<file path="config.mk">
export PLATFORM = sky130hd
export DESIGN_NAME = reg_file_mp
export DESIGN_NICKNAME = d
export VERILOG_FILES = /design/src/rtl/reg_file_mp.sv
export SDC_FILE = /design/constraint.sdc
export NUM_CORES = 2
export LEC_CHECK = 0
export CAP_MARGIN = 20
export CORE_AREA = 2 2 270 538
export CTS_CLUSTER_DIAMETER = 120
export DETAILED_ROUTE_END_ITERATION = 7
export DIE_AREA = 0 0 272 540
export GPL_TIMING_DRIVEN = 0
export HOLD_SLACK_MARGIN = 0.12
export PLACE_DENSITY_LB_ADDON = 0.1
export SLEW_MARGIN = 20
export SYNTH_ARGS = -nofsm -noshare
export SYNTH_HDL_FRONTEND = slang
export SYNTH_SLANG_ARGS = --single-unit
</file>
<file path="constraint.sdc">
create_clock -name clk -period 3.75 [get_ports clk]
set_clock_uncertainty 0.05 [all_clocks]
set_input_delay 0.375 -clock clk [delete_from_list [all_inputs] [get_ports clk]]
set_output_delay 0.375 -clock clk [all_outputs]
set_load 0.02 [all_outputs]
</file>
<file path="src/rtl/reg_file_mp.sv">
// reg_file_mp: multi-read-port register file with per-register pending
// (scoreboard) bits and a registered pending-register count.
// Register 0 is hardwired to zero and can never become pending.
// Optional macro REG_FILE_MP_BYPASS_EN forwards a same-cycle write to readers.

module reg_file_mp #(
  parameter int DATA_W = 32,
  parameter int ADDR_W = 5,
  parameter int NUM_RD = 2
) (
  input  logic                     clk,
  input  logic                     rst_n,
  input  logic [NUM_RD*ADDR_W-1:0] ra,
  output logic [NUM_RD*DATA_W-1:0] rd,
  output logic [NUM_RD-1:0]        rd_busy,
  input  logic                     we,
  input  logic [ADDR_W-1:0]        wa,
  input  logic [DATA_W-1:0]        wd,
  input  logic                     iss_valid,
  input  logic [ADDR_W-1:0]        iss_addr,
  input  logic                     flush,
  output logic [ADDR_W:0]          pend_cnt
);

  localparam int DEPTH = 2 ** ADDR_W;
  localparam logic [ADDR_W:0] CNT_ONE = {{ADDR_W{1'b0}}, 1'b1};

  logic [DATA_W-1:0] r_mem [DEPTH];
  logic [DEPTH-1:0]  r_pend;
  logic [ADDR_W:0]   r_pend_cnt;

  logic [DEPTH-1:0]  w_pend_next;
  logic [ADDR_W:0]   w_cnt_next;
  logic              w_wr_en;
  logic              w_iss_en;
  logic              w_iss_new;
  logic              w_clr_drop;

  // Writes and issues to register 0 are ignored; flush suppresses issue.
  assign w_wr_en  = we && (wa != '0);
  assign w_iss_en = iss_valid && (iss_addr != '0) && !flush;

  // A set only counts when the bit was clear; a clear only counts when the bit
  // was set and a same-address issue does not immediately re-set it.
  assign w_iss_new  = w_iss_en && !r_pend[iss_addr];
  assign w_clr_drop = w_wr_en && r_pend[wa] && !(w_iss_en && (iss_addr == wa));

  // Next pending vector: write clears, issue sets (issue wins), flush clears all.
  always_comb begin
    w_pend_next = r_pend;
    if (w_wr_en) begin
      w_pend_next[wa] = 1'b0;
    end
    if (w_iss_en) begin
      w_pend_next[iss_addr] = 1'b1;
    end
    if (flush) begin
      w_pend_next = '0;
    end
  end

  // Incremental pending count, kept equal to the popcount of the pending bits.
  always_comb begin
    w_cnt_next = r_pend_cnt;
    if (flush) begin
      w_cnt_next = '0;
    end else begin
      case ({w_iss_new, w_clr_drop})
        2'b10:   w_cnt_next = r_pend_cnt + CNT_ONE;
        2'b01:   w_cnt_next = r_pend_cnt - CNT_ONE;
        default: w_cnt_next = r_pend_cnt;
      endcase
    end
  end

  // Data storage; entry 0 is never written so it stays zero after reset.
  always_ff @(posedge clk or negedge rst_n) begin
    if (!rst_n) begin
      for (int i = 0; i < DEPTH; i++) begin
        r_mem[i] <= '0;
      end
    end else if (w_wr_en) begin
      r_mem[wa] <= wd;
    end
  end

  // Pending bits and their count.
  always_ff @(posedge clk or negedge rst_n) begin
    if (!rst_n) begin
      r_pend     <= '0;
      r_pend_cnt <= '0;
    end else begin
      r_pend     <= w_pend_next;
      r_pend_cnt <= w_cnt_next;
    end
  end

  assign pend_cnt = r_pend_cnt;

  // Independent combinational read ports.
  for (genvar gi = 0; gi < NUM_RD; gi++) begin : g_rd
    logic [ADDR_W-1:0] w_ra;
    assign w_ra = ra[gi*ADDR_W +: ADDR_W];
`ifdef REG_FILE_MP_BYPASS_EN
    // Forwarding is suppressed while reset is asserted so readers see zero.
    logic w_byp;
    assign w_byp = rst_n && w_wr_en && (wa == w_ra);
    assign rd[gi*DATA_W +: DATA_W] = w_byp ? wd : r_mem[w_ra];
    assign rd_busy[gi]             = w_byp ? 1'b0 : r_pend[w_ra];
`else
    assign rd[gi*DATA_W +: DATA_W] = r_mem[w_ra];
    assign rd_busy[gi]             = r_pend[w_ra];
`endif
  end

endmodule

</file>
==> impl_metrics.toml <==
[status]
status = "finished with violations"
violations = "setup timing"

[setup_path]
worstReg2RegStart = "r_pend[17]"
start_kind = "input port"
r2r_setup_slack_ns = 0.16
end_kind = "output pin"
cp.arrival_ns = 3.40
cp_max_fo = 10
path_class = "input port to output pin"
cp.required_ns = 3.32
worstSetupStartpoint = "ra[5]"

[sta]
slew_headroom = 0.157
fin_ws_ns = -0.0777
slew_viol_final = 0
timing.fmax_ghz = 0.261
post-route-min-period_ns = 3.83
hold_viol = 0
fin_crit_sh = 1.02
setup_viol_count_final = 12
rsz0062_at_grt = "true"
worstMarginPinSlew_ns = 1.26

[clock_network]
path_clk_slew_ns = 0.07
cts_root_buf = "clkbuf_16"
ctsHtreeMaxLevel = 3
cts_sinks = 1062
clock_latency_ns = 0.73
clockBufferDepth = 3
cts_tree = "built"
cts_buffers = 102

[die]
start_util = 0.398
die_h_um = 540
die-area_um2 = 147000
die-width_um = 272
coreArea_um2 = 142000
io_pins = 129
placementRows = 196

[detailed_routing]
avgViaCountPerCell = 6.37
antenna_left = 0
drt_iter0_markers = 3139
drc = 0
vias = 35900
post_drt_wl_per_cell_um = 42.3
routed_wl_um = 239000
firstDrtPassIters = 7

[place]
dpl-instance-area_um2 = 60700
port_buffers = 117
dpl.hpwl_um = 175000
pre_cts_ws_ns = -0.984
gp_congestion = 0.970

[cells_and_area]
area_growth_pct = 14.3
final_layout_size_suffix_gt1_frac = 0.565
nets = 3732
postLayoutCellArea_um2 = 64800
fin_util = 0.455
nFillCells = 12500

[grt]
grt_overflow = 0
grt_first_pass_wirelength_um = 326000
grt_pass1_vias = 38400
gr-usage-all-layers = 0.330
grt_max_degree = 139
antenna_found_initial = 18

[synthesis]
ys_dominant_reg_cell = "dfrtp_1"
seq_area_frac_synth = 0.469
ys_ff_latch = 1062
async_flop_share = 1.00
synth_cell_types = 54
syn_area_um2 = 56700
yosysWarnings = 0
synth_nets = 3487
synth_edf_count = 0
syn_area_per_cell_um2 = 16.5
synthCells = 3425

[flow_run]
maxCapViolations = 0

[power_and_ir_drop]
power_density_nw_per_um2 = 543
ir_worst_vdd_uv = 313
p_leak_nw = 27.4

[worst_hold_path]
min_path_type = "input port to asynchronous set/reset pin"
## path summary, 6_finish.rpt
kind	endpoint	cells after the start
max reg2reg	pend_cnt[5]	12
min reg2reg	r_mem[995]	1
max	rd[43]	7
min	r_mem[401]	3
min in group clk	r_mem[6]	2
max in group asynchronous	r_mem[866]	7
## flip-flops by register name, indices dropped and copies added, names as in the netlist
register,cells
r_pend,32
r_mem,1024
pend_cnt,6
## synth_stat cells (all sizes together), types with 3 or more instances
cell type  count  area (µm²)
xnor2          3        33.8
o22ai          3        18.8
nor2b          7        43.8
nor3b          4        40.0
nor4           3        33.8
dfrtp       1062       26600
nand3b         5        37.5
nand3          3        15.0
a22oi         23         173
xor2           6        52.6
mux2        1065       12000
nor2          50         188
clkbuf       273        1020
nor3           7        35.0
nand2         38         143
mux2i         14         140
nand2b         4        25.0
buf          128         581
a21oi         15        86.3
o21ai          9        48.8
mux4         670       15100
ha             4        50.1
## logic make-up after synthesis
| group | count (synthesis) | share of synthesized area |
|---|---|---|
| multiplexers | 1749 | 0.480 |
| flip-flops | 1062 | 0.469 |
| buffers and inverters | 404 | 0.0285 |
| AND/OR/NAND/NOR | 136 | 0.0120 |
| AO/OA/AOI/OAI | 60 | 0.00733 |
| XOR/XNOR | 9 | 0.00152 |
| adder cells (fa/ha/maj) | 5 | 0.00124 |
## cell usage in the layout (no fill, tap or decap), types with 23 or more instances in the layout
cell,instances
nand2_1,38
dfrtp_1,1058
mux2_2,1050
buf_4,32
buf_1,25
mux4_2,669
clkbuf_1,205
nor2_1,49
clkdlybuf4s50_1,110
clkbuf_16,108
clkbuf_2,70
a22oi_1,23
clkbuf_8,28
buf_2,54
## final cells by class
class	count	area (µm²)	share of cell area
Multi-Input combinational cell	1959	28500	0.440
Sequential cell	1062	26600	0.410
Clock buffer	159	3140	0.0485
Tap cell	1881	2350	0.0363
Buffer	401	2080	0.0321
Timing Repair Buffer	141	1660	0.0256
Clock inverter	28	442	0.00681
Antenna cell	8	20.0	0.000309
Inverter	3	11.3	0.000174
## worst max-delay path, cell delays in order
cell	delay (ns)
clkbuf_1	0.14
clkbuf_4	0.30
buf_6	0.31
mux4_2	0.57
mux4_2	0.69
mux2_2	0.40
clkdlybuf4s50_1	0.56
## per-layer routing
| layer | GRT usage | vias up | part of all wire |
|---|---|---|---|
| li1 | - | 13900 | - |
| met1 | 0.349 | 19900 | 0.33 |
| met2 | 0.560 | 1539 | 0.50 |
| met3 | 0.0506 | 615 | 0.048 |
| met4 | 0.311 | 10 | 0.12 |
| met5 | 0 | - | 0.00028 |
## stage by stage
| stage | total power [W] | TNS, ns | instances | hold slack [ns] |
|---|---|---|---|---|
| finish | 0.0352 | -0.336 | 5642 | 0.298 |
| global route | 0.0363 | -0.490 | 5639 | 0.310 |
| floorplan | 0.0201 | 0 | 3425 | 0.0294 |
| CTS | 0.0352 | -0.767 | 5628 | 0.270 |
| detailed placement | 0.0239 | -95.29 | 5439 | 0.353 |
| global placement | 0.0236 | - | 5423 | 0.403 |
## power by group
part | internal [W] | switching [W]
sequential | 0.0135 | 0.00155
clock | 0.00651 | 0.00490
combinational | 0.00466 | 0.00404
## repair_timing
| item | CTS | global route |
|---|---|---|
| resized for setup | 129 | 52 |
| setup endpoints to repair | 67 | 122 |
| cloned | 0 | 1 |
| endpoints found under the hold margin | 116 | 0 |
| setup buffers | 0 | 4 |
| hold buffers | 2 | 0 |
Note: power is estimated with default switching activity, not from simulation.
